[src/rtl/image_ctrl_pkg.sv]
// image_ctrl_pkg: shared state type and sizing helpers for the image cache controller.
package image_ctrl_pkg;
  typedef enum logic {LOAD, SEND} state_e;
  function automatic int sq(input int n);
    return n * n;
  endfunction
  function automatic int nbits(input int n);
    return (n < 2) ? 1 : $clog2(n);
  endfunction
endpackage

[src/rtl/img_cache.sv]
// img_cache: single-write, single-read pixel store with asynchronous read; contents are not reset.
module img_cache #(
  parameter int DEPTH = 64,
  parameter int WIDTH = 16,
  parameter int AW    = 6
) (
  input  logic             clk,
  input  logic             we_i,
  input  logic [AW-1:0]    waddr_i,
  input  logic [WIDTH-1:0] wdata_i,
  input  logic [AW-1:0]    raddr_i,
  output logic [WIDTH-1:0] rdata_o
);
  logic [WIDTH-1:0] mem_q [DEPTH];
  always_ff @(posedge clk) begin
    if (we_i) mem_q[waddr_i] <= wdata_i;
  end
  assign rdata_o = mem_q[raddr_i];
endmodule

[src/rtl/image_ctrl.sv]
// image_ctrl: buffers one row-major frame into a cache, then streams it out with (row, col) tags,
// zero-filling pixels the frame never supplied.
module image_ctrl
  import image_ctrl_pkg::*;
#(
  parameter int K_DIM  = 3,
  parameter int I_DIM  = 8,
  parameter int M_BITS = 16,
  parameter int M_CNT  = 16
) (
  input  logic                        clk,
  input  logic                        rstn,
  input  logic [M_BITS-1:0]           in_data,
  input  logic                        in_last,
  input  logic                        in_valid,
  output logic                        in_ready,
  output logic [M_BITS-1:0]           out_data,
  output logic [1:0][nbits(I_DIM)-1:0] out_user,
  output logic                        out_last,
  output logic                        out_valid,
  input  logic                        out_ready
);
  localparam int I_SIZE = sq(I_DIM);
  localparam int I_BITS = nbits(I_DIM);
  localparam int J_BITS = nbits(I_SIZE);
  localparam int W_BITS = nbits(I_SIZE + 1);

  if (K_DIM < 1 || M_CNT < 1 || I_DIM < 1) begin : g_bad_cfg
    $error("image_ctrl: K_DIM, M_CNT and I_DIM must be positive");
  end

  state_e              state_q, state_d;
  logic [W_BITS-1:0]   wcnt_q, wcnt_d;
  logic [J_BITS-1:0]   j_q, j_d, raddr;
  logic [I_BITS-1:0]   row_q, row_d, col_q, col_d;
  logic [M_BITS-1:0]   data_q, data_d, rd_data;
  logic                valid_q, valid_d, last_q, last_d, we;

  // The read port always looks at the index that will be presented next.
  assign raddr = (state_q == SEND && !last_q) ? j_q + J_BITS'(1) : '0;

  img_cache #(.DEPTH(I_SIZE), .WIDTH(M_BITS), .AW(J_BITS)) u_cache (
    .clk     (clk),
    .we_i    (we),
    .waddr_i (J_BITS'(wcnt_q)),
    .wdata_i (in_data),
    .raddr_i (raddr),
    .rdata_o (rd_data)
  );

  always_ff @(posedge clk or negedge rstn) begin
    if (!rstn) begin
      state_q <= LOAD;
      wcnt_q  <= '0;
      j_q     <= '0;
      row_q   <= '0;
      col_q   <= '0;
      data_q  <= '0;
      valid_q <= 1'b0;
      last_q  <= 1'b0;
    end else begin
      state_q <= state_d;
      wcnt_q  <= wcnt_d;
      j_q     <= j_d;
      row_q   <= row_d;
      col_q   <= col_d;
      data_q  <= data_d;
      valid_q <= valid_d;
      last_q  <= last_d;
    end
  end

  always_comb begin
    state_d = state_q;
    wcnt_d  = wcnt_q;
    j_d     = j_q;
    row_d   = row_q;
    col_d   = col_q;
    data_d  = data_q;
    valid_d = valid_q;
    last_d  = last_q;
    we      = 1'b0;
    if (state_q == LOAD) begin
      if (in_valid) begin
        we     = wcnt_q < W_BITS'(I_SIZE);
        wcnt_d = we ? wcnt_q + W_BITS'(1) : wcnt_q;
        if (in_last) begin
          // Pixel 0 may be written on this very edge, so bypass the cache for a 1-pixel frame.
          state_d = SEND;
          valid_d = 1'b1;
          last_d  = (I_SIZE == 1);
          data_d  = (wcnt_q == '0) ? in_data : rd_data;
        end
      end
    end else if (out_ready) begin
      if (last_q) begin
        state_d = LOAD;
        wcnt_d  = '0;
        j_d     = '0;
        row_d   = '0;
        col_d   = '0;
        data_d  = '0;
        valid_d = 1'b0;
        last_d  = 1'b0;
      end else begin
        j_d    = raddr;
        col_d  = (col_q == I_BITS'(I_DIM - 1)) ? '0 : col_q + I_BITS'(1);
        row_d  = (col_q == I_BITS'(I_DIM - 1)) ? row_q + I_BITS'(1) : row_q;
        last_d = raddr == J_BITS'(I_SIZE - 1);
        data_d = (W_BITS'(raddr) < wcnt_q) ? rd_data : '0;
      end
    end
  end

  assign in_ready    = state_q == LOAD;
  assign out_valid   = valid_q;
  assign out_last    = last_q;
  assign out_data    = data_q;
  assign out_user[1] = row_q;
  assign out_user[0] = col_q;
endmodule

[config.mk]
export PLATFORM = sky130hd
export DESIGN_NAME = image_ctrl
export DESIGN_NICKNAME = d
export VERILOG_FILES = /design/src/rtl/image_ctrl_pkg.sv /design/src/rtl/img_cache.sv /design/src/rtl/image_ctrl.sv
export SDC_FILE = /design/constraint.sdc
export NUM_CORES = 1
export LEC_CHECK = 0
export CORE_MARGIN = 8
export CORE_UTILIZATION = 58
export DETAILED_ROUTE_END_ITERATION = 16
export GPL_TIMING_DRIVEN = 1
export PLACE_DENSITY = 0.74
export SYNTH_ARGS = -nofsm -noshare
export SYNTH_HDL_FRONTEND = slang
export SYNTH_HIERARCHICAL = 1
export SYNTH_SLANG_ARGS = --single-unit
[constraint.sdc]
create_clock -name clk -period 6.63 [get_ports clk]
set_input_delay 1.326 -clock clk [delete_from_list [all_inputs] [get_ports clk]]
set_output_delay 1.326 -clock clk [all_outputs]
set_load 0.1 [all_outputs]
* Word level (Yosys, flattened, before mapping)
Memory sizes are Yosys's and may differ from the RTL's.
Cells that the tools add are included.
W data, S select, Z words.
** Word-level totals
- RAM bits :: 1024
- Word-level logic and storage cells :: 69
- Memories kept :: 1
- Bits in registers :: 38
- Input port bits :: 21
- Output and inout port bits :: 25
** Memory list
- u_cache.mem_q :: words 64, width 16, rd ports 1, clocked after Yosys merged registers in 0, write ports 1, line img_cache.sv:14 : logic [WIDTH-1:0] mem_q [DEPTH];
** Operators by class
- Order comparisons :: 2
- Mux-type cells :: 37
- Equal/unequal tests :: 4
- $add $sub $neg :: 4
- Bitwise gates (word level) :: 1
- Reductions and logical operators :: 12
** Operators with widths (number)
- $mux W16 :: 7
- $mux W7 :: 5
- $mux W1 :: 19
- $mux W3 :: 4
- $mux W6 :: 2
- $reduce_and A4 Y1 :: 2
- $reduce_bool A2 Y1 :: 4
- $add A7 B1 Y7 const B :: 1
- $logic_not A7 Y1 :: 1
- $lt A6 B7 Y1 :: 1
- $lt A7 B7 Y1 const B :: 1
- $add A3 B1 Y3 const B :: 2
- $add A6 B1 Y6 const B :: 1
- $eq A6 B6 Y1 const B :: 1
- $reduce_and A3 Y1 :: 2
- $eq A3 B3 Y1 const B :: 1
- $ne A2 B1 Y1 const B :: 1
- $ne A2 B2 Y1 const B :: 1
- $reduce_and A2 Y1 :: 1
- $logic_and A1 B1 Y1 :: 1
- $logic_not A1 Y1 :: 1
- $not A1 Y1 :: 1

* Longest topological paths before layout
Gate-level depths: netlist of run 1.
- Word-level depth :: 8
- Depth in mapped cells :: 16
- Mapped depth without buffers :: 10

* Modules after synthesis
Netlist of run 1, hierarchy kept.
** By module, submodules not included
- img_cache :: area an instance 39721.8 µm², cells each 1813, times used 1, sequential area each 30749.5 µm²
- image_ctrl :: area an instance 2235.9 µm², cells each 225, times used 1, sequential area each 950.9 µm²

* Worst setup path before layout of run 1
Ideal clock, no wire load.
- Path kind :: input port to flip-flop
- Start :: input port in_valid
- End :: memory u_cache.mem_q[48][0], enable pin
- Library setup time :: 409 ps
- Path slack :: 2695 ps
- Data arrival time :: 3526 ps
- Cell stages on the path :: 4
- Data required time :: 6221 ps
- Path through :: nor3b_1 nor2b_1 nand4b_1 nor3_1
** On the way
- Cells in the longest elaborated chain, start to end :: 4
** RTL lines
- start, declared :: line image_ctrl.sv:15 : input logic in_valid,
- $mux W1 :: line image_ctrl.sv:84 : if (in_valid) begin
- $mux W1 :: line image_ctrl.sv:83 : if (state_q == LOAD) begin
- $mux W1 :: line img_cache.sv:16 : if (we_i) mem_q[waddr_i] <= wdata_i;
- $mux W1 (implied by the code) :: line img_cache.sv:16
- end, declared :: line img_cache.sv:14
Every way passes these cells.

* Worst setup path after layout of run 1
- Start :: register j_q[0]
- End :: register data_q[3] (netlist: out_data[3])
** On the way
- Cells in the longest elaborated chain, start to end :: 7
- Elaborated cells on any way between the ends :: 11
** RTL lines
- start, declared :: line image_ctrl.sv:34 : logic [J_BITS-1:0] j_q, j_d, raddr;
- start signal, assigned :: line image_ctrl.sv:64 : j_q <= j_d;
- $add A6 B1 Y6 * :: line image_ctrl.sv:40 : assign raddr = (state_q == SEND && !last_q) ? j_q + J_BITS'(1) : '0;
- $mux W6 * :: line image_ctrl.sv:40
- named net raddr[2] :: line image_ctrl.sv:34
- $mem_v2 Z64 W16 *
- named net rd_data[3] :: line image_ctrl.sv:36 : logic [M_BITS-1:0] data_q, data_d, rd_data;
- $mux W16, on equally long branches :: line image_ctrl.sv:92, image_ctrl.sv:110
- $mux W16, on equally long branches :: line image_ctrl.sv:87, image_ctrl.sv:96
- $mux W16, on equally long branches :: line image_ctrl.sv:84, image_ctrl.sv:95
- $mux W16 * :: line image_ctrl.sv:83
- end signal, assigned :: line image_ctrl.sv:67 : data_q <= data_d;
- end, declared :: line image_ctrl.sv:36
Mark *: on every way through the listed nets, which the timed path passes. The rest lies on a longest branch. The select of a mux whose other input is x is not followed.
A chain may end at the register's enable or synchronous reset.

==> metrics, run 1 <==
Die H 285.0 um; port bufs 45; RSZ-0062 raised after global routing no; highest-count cells in the layout ignoring fill and taps 1024 x edfxtp_1, 220 x mux4_2, 107 x clkbuf_16; crit path kind flop to flop; pwr dens approximately 420 nW/um^2; initial antenna violation count 4; area of the mapped netlist about 42000 um^2; Rel. slew slack about 13%; worst slew pin tran about 1300 ps; Synth Net Count about 2100; Final Hold Fails 0; Util after Layout about 66%; YS warnings 6; P_int 0.01341 W; asr flop ratio synth roughly 3.6%; static leakage 15.27 nW; Slew Viols, Final 0; core area roughly 72000 um^2; Psw about 0.0062 W; Compound-Gate Fraction of Synth Area roughly 3.2%; setup violators final 0; drt first pass iters 7; FMAX 225.9 MHz; layout cells sized above 1 roughly a quarter; Inserted Clock Buffers slightly above 100; CP Data Arrival Time 4950 ps; average cell area after synthesis 20.59 um^2; Worst setup SP type flop; Seq/Total Area, Yosys between 70 and 80%; DRC viols 0; Final Routed Wirelength 97620 um; Max VDD drop between 0.4 and 0.5 mV; post-synth cell types 59; GR Util All Layers a little under a quarter; largest net degree at the start of global routing 96; Tcrit/Tclk final around 67%; Setup Buffers After CTS 0; post-CTS sizing 0; CP Capture Type flop; Starting Density 58.59%; Seq pwr share around two fifths; I/O pin cnt 46; root buf cell clkbuf_16; clk sinks about 1100; Initial DRC Count around 2500; XOR/XNOR share of the synthesized area less than 1%; cts hold-fix bufs 0; combinational power share between 30% and 40%; HP Start col_q[0]; main combinational cell family by area after synthesis multiplexers; register clock-pin slew on the reported worst setup and hold paths ~70 ps; HP Class flop to flop; status finished clean; max_cap viols 0; Fin Setup TNS 0 ps; post-DR wirelength/cell around 30 um; die width about 280 um; RD Place Congestion 0.8482; multiplexer share of the synthesized area roughly 15%; Yosys reg bits ~1100; row count a little under 100; DR vias 21130; Post-Synth Simple-Gate Area 3.358%; Inst Count DP 3024; Area Growth Syn to Fin 12.38%; Critical Path Fanout Max 32; clk buf depth 3; H-tree depth 3; Setup Skew around 34 ps; final net count approximately 2200; number of global-route vias before repair 21130; Vias/cell 6.570; DIE AREA slightly above 80000 um^2; min cycle time layout between 4000 and 5000 ps; switching share of power a little under a third; final non-filler cell area 47150 um^2; Critical R2R Launch j_q[0]; remaining antenna violation count 0; Gate Count Post-Synth about 2000; CTS tree built; placed inst area 43630 um^2; Crit. Startpoint j_q[0]; DP Wirelength between 50000 and 60000 um; final std cells w/o fill 3216; first-pass GRT wire length between 100000 and 150000 um; Worst-Skew Late Latency about 670 ps; share of total power in the clock network about 31%; Synth Flop Type edfxtp_1; CP Data Required Time around 7200 ps; Post-synth EDFFs a little over 1000; most common cell after layout, fill and taps aside edfxtp_1; GRT overflow 0; synthesized-area fraction occupied by adder cells 0.2982%
-- through the flow --
stage / setup slack, ps / power [W] / hold WS (ps)
after floorplan: 2695 / 0.01203 / 469.6
after global placement: 2365 / 0.01363 / 492.1
after detailed placement: 2310 / 0.01371 / 503.8
after CTS: 2275 / 0.01969 / 518.6
after global routing: 2078 / 0.02027 / 543.2
final: 2204 / 0.01965 / 517.0
-- cell families (layout without fill, tap and decap cells) --
family | Yosys count | after routing
buf+inv | 142 | 369
other cells | 0 | 1
xor+xnor | 8 | 8
flops | 1062 | 1062
simple gates | 294 | 294
compound gates | 168 | 168
mux | 354 | 354
fa+ha+maj | 10 | 10
-- registers in the layout, indices dropped and copies added (netlist names) --
signal / flops
row_q: 3
state_q: 1
out_last: 1
out_valid: 1
wcnt_q: 7
col_q: 3
u_cache/mem_q: 1024
out_data: 16
j_q: 6
-- cells in the mapped netlist, types with 12 or more instances --
cell | n | area, um^2
a21oi_1 | 19 | 95.09
a221oi_1 | 16 | 140.1
a22oi_1 | 39 | 292.8
buf_2 | 37 | 185.2
buf_4 | 13 | 97.59
buf_6 | 20 | 225.2
clkbuf_1 | 31 | 116.4
dfrtp_1 | 38 | 950.9
edfxtp_1 | 1024 | 30750
inv_1 | 26 | 97.59
mux2_2 | 29 | 326.6
mux2i_1 | 101 | 1011
mux4_2 | 220 | 4955
nand2_1 | 82 | 307.8
nand3_1 | 44 | 220.2
nand4_1 | 12 | 75.07
nor2_1 | 89 | 334.1
nor2b_1 | 32 | 200.2
o21ai_0 | 13 | 65.06
-- power groups by stage --
stage	Clock [W]	Combinational, W	Sequential [W]
after global routing	0.00634	0.00628	0.00765
after global placement	0	0.00586	0.00777
after floorplan	0	0.00391	0.00812
after detailed placement	0	0.00593	0.00778
after CTS	0.00609	0.00596	0.00764
final	0.00602	0.00598	0.00765
-- area by class of cell --
class | count | area [um^2]
Clock buffer | 130 | 2844
Antenna cell | 1 | 2.502
Sequential cell | 1062 | 31700
Multi-Input combinational cell | 834 | 9410
Inverter | 26 | 97.59
Timing Repair Buffer | 152 | 1231
Tap cell | 950 | 1189
Fill cell | 4579 | 24460
Clock inverter | 61 | 676.9
-- worst max-delay path, cell delays in order, from the launching register on --
cell and delay (ps):
dfrtp_1 480, ha_1 280, xnor2_1 180, nor2_4 640, buf_4 490, buf_4 340, mux2i_1 240, a221oi_1 120
a221oi_1 960, a311oi_1 140, mux2i_1 260, o221ai_2 150
-- per-layer routing --
metal | vias up | wire length (um) | GRT usage, % | share of wire (%)
li1 | 8710 | - | - | -
met1 | 11040 | 38620 | 33.95 | 40
met2 | 1185 | 45680 | 36.71 | 47
met3 | 197 | 9312 | 4.724 | 9.5
met4 | 2 | 3994 | 9.164 | 4.1
met5 | - | 12 | 0 | 0.012
-- final timing paths --
check	to	slack [ps]	cells after the start
max	out_data[3]	2200	11
min	col_q[0]	520	1
max reg2reg	out_data[3]	2200	11
min reg2reg	col_q[0]	520	1
max in group asynchronous	out_data[12]	5140	1
min in group asynchronous	col_q[1]	840	1
Power figures use the tool's default switching activity.
==> inputs of run 2 (changes only) <==
==> constraint.sdc (replaced) <==
create_clock -name clk -period 4.6 [get_ports clk]
set_input_delay 0.92 -clock clk [delete_from_list [all_inputs] [get_ports clk]]
set_output_delay 0.92 -clock clk [all_outputs]
set_load 0.1 [all_outputs]
==> run 2 against run 1 <==
Against the previous run: first-iteration DRC count rose by 14%; cell area barely moved; via count rose by 1.3%; largest cell class unchanged; critical endpoint is now out_data[10]; worst hold slack got worse by 110 ps; clock skew fell by 7.2 ps; worst setup slack got worse by 1600 ps; critical path type unchanged; sequential share of layout area barely moved.
==> metrics, run 2 (synthesis results as in run 1) <==
Worst-Skew Late Latency 660 ps; Initial DRC Count roughly 2800; HP Class input pin to asynchronous set/reset pin; final net count 2229; post-CTS sizing 0; Setup Buffers After CTS 0; DR vias around 21000; first-pass GRT wire length approximately 150000 um; RD Place Congestion approximately 0.92; Inserted Clock Buffers slightly above 100; CP Capture Type flop; Biggest register u_cache/mem_q; Final Hold Fails 0; initial antenna violation count 6; pwr dens around 600 nW/um^2; die width ~280 um; RSZ-0062 raised after global routing no; remaining antenna violation count 0; final std cells w/o fill 3234; drt first pass iters 5; Tcrit/Tclk final about 86%; Final Routed Wirelength around 100000 um; status finished clean; Die H approximately 280 um; crit path kind flop to flop; row count 98; clk buf depth 3; Rel. slew slack under 10%; GR Util All Layers 24.42%; clk sinks approximately 1100; CP max stage cell nor2b_1; register clock-pin slew on the reported worst setup and hold paths around 60 ps; Util after Layout between 60 and 70%; post-DR wirelength/cell 30.95 um; root buf cell clkbuf_16; max_cap viols 0; WP buf/inv 2; setup violators final 0; Inst Count DP just over 3000; most common cell after layout, fill and taps aside edfxtp_1; Worst path max stage delay 640 ps; max FFs per register 1024; min cycle time layout between 3000 and 4000 ps; largest net degree at the start of global routing 107; Worst setup SP type flop; worst slew pin tran 1370 ps; CP delay by family, top simple AND/OR/NAND/NOR gates; Max VDD drop between 0.9 and 1 mV; layout cells sized above 1 about a quarter; number of global-route vias before repair between 20000 and 25000; core area 71610 um^2; DRC viols 0; CP Data Arrival Time 4490 ps; Area Growth Syn to Fin 12.43%; cts hold-fix bufs 0; Fin Setup TNS 0 ps; I/O pin cnt 46; Starting Density between 50% and 60%; Vias/cell approximately 6.6; CP Cell Sequence ha_1 > inv_1 > nor2_4 > buf_4 > nor2b_1 > a22oi_1 > a41oi_1 > o21ai_0 > and4_1 > mux2i_1 > o221ai_2; FMAX 252.1 MHz; CP Data Required Time 5130 ps; highest-count cells in the layout ignoring fill and taps 1024 x edfxtp_1, 220 x mux4_2, 116 x buf_4; Critical Path Fanout Max 13; port bufs 45; H-tree depth 3; static leakage ~15 nW; DIE AREA 81200 um^2; GRT overflow 0; Setup Skew roughly 27 ps; DP Wirelength 59410 um; Slew Viols, Final 0; CTS tree built
[run 2: path summary, 6_finish.rpt]
| check | start | cells past startpoint | end | slack (ps) |
|---|---|---|---|---|
| min | rstn | 1 | state_q | 410 |
| min reg2reg | j_q[5] | 2 | j_q[5] | 510 |
| min in group clk | j_q[5] | 2 | j_q[5] | 510 |
| max reg2reg | j_q[0] | 11 | out_data[10] | 630 |
| max | j_q[0] | 11 | out_data[10] | 630 |
| max in group asynchronous | rstn | 1 | out_data[0] | 3580 |
[run 2: worst reg2reg max path, cell delays in order, from the launching register on]
cell and delay [ps]:
dfrtp_1 470, ha_1 320, inv_1 80, nor2_4 350
buf_4 310, nor2b_1 640, a22oi_1 210, a41oi_1 490
o21ai_0 360, and4_1 320, mux2i_1 170, o221ai_2 120
[run 2: routing by layer]
metal | global-route usage, % | wire length (um) | vias up
met2 | 37.48 | 46940 | 1222
met3 | 5.202 | 9641 | 247
met1 | 34.88 | 39560 | 11190
met4 | 9.038 | 3921 | 8
li1 | - | - | 8744
met5 | 0 | 41 | -
[run 2: layout make-up]
class                           instances  area (um^2)
Sequential cell                      1062        31700
Inverter                               26        97.59
Tap cell                              950         1189
Clock inverter                         63        611.8
Antenna cell                            3        7.507
Multi-Input combinational cell        834         9400
Fill cell                            4558        24430
Timing Repair Buffer                  171         1436
Clock buffer                          125         2731
[run 2: per-stage QoR]
stage / total power (W) / area, um^2 / hold slack (ps) / setup WS [ps]
2_1_floorplan: 0.01734 / 41960 / 469.6 / 1071
3_3_place_gp: 0.01976 / 43820 / 492.5 / 840.4
3_5_place_dp: 0.01987 / 43820 / 494.9 / 818.2
4_1_cts: 0.02821 / 47170 / 395.3 / 750.2
5_1_grt: 0.02902 / 47170 / 481.6 / 604.5
6_report: 0.02817 / 47170 / 410.9 / 633.7
[run 2: power by group]
group / total, W / leakage (nW) / internal [W] / switching, W
combinational: 0.00877 / 4.02 / 0.00345 / 0.00533
sequential: 0.0110 / 9.65 / 0.0108 / 0.000258
clock: 0.00836 / 1.65 / 0.00484 / 0.00353
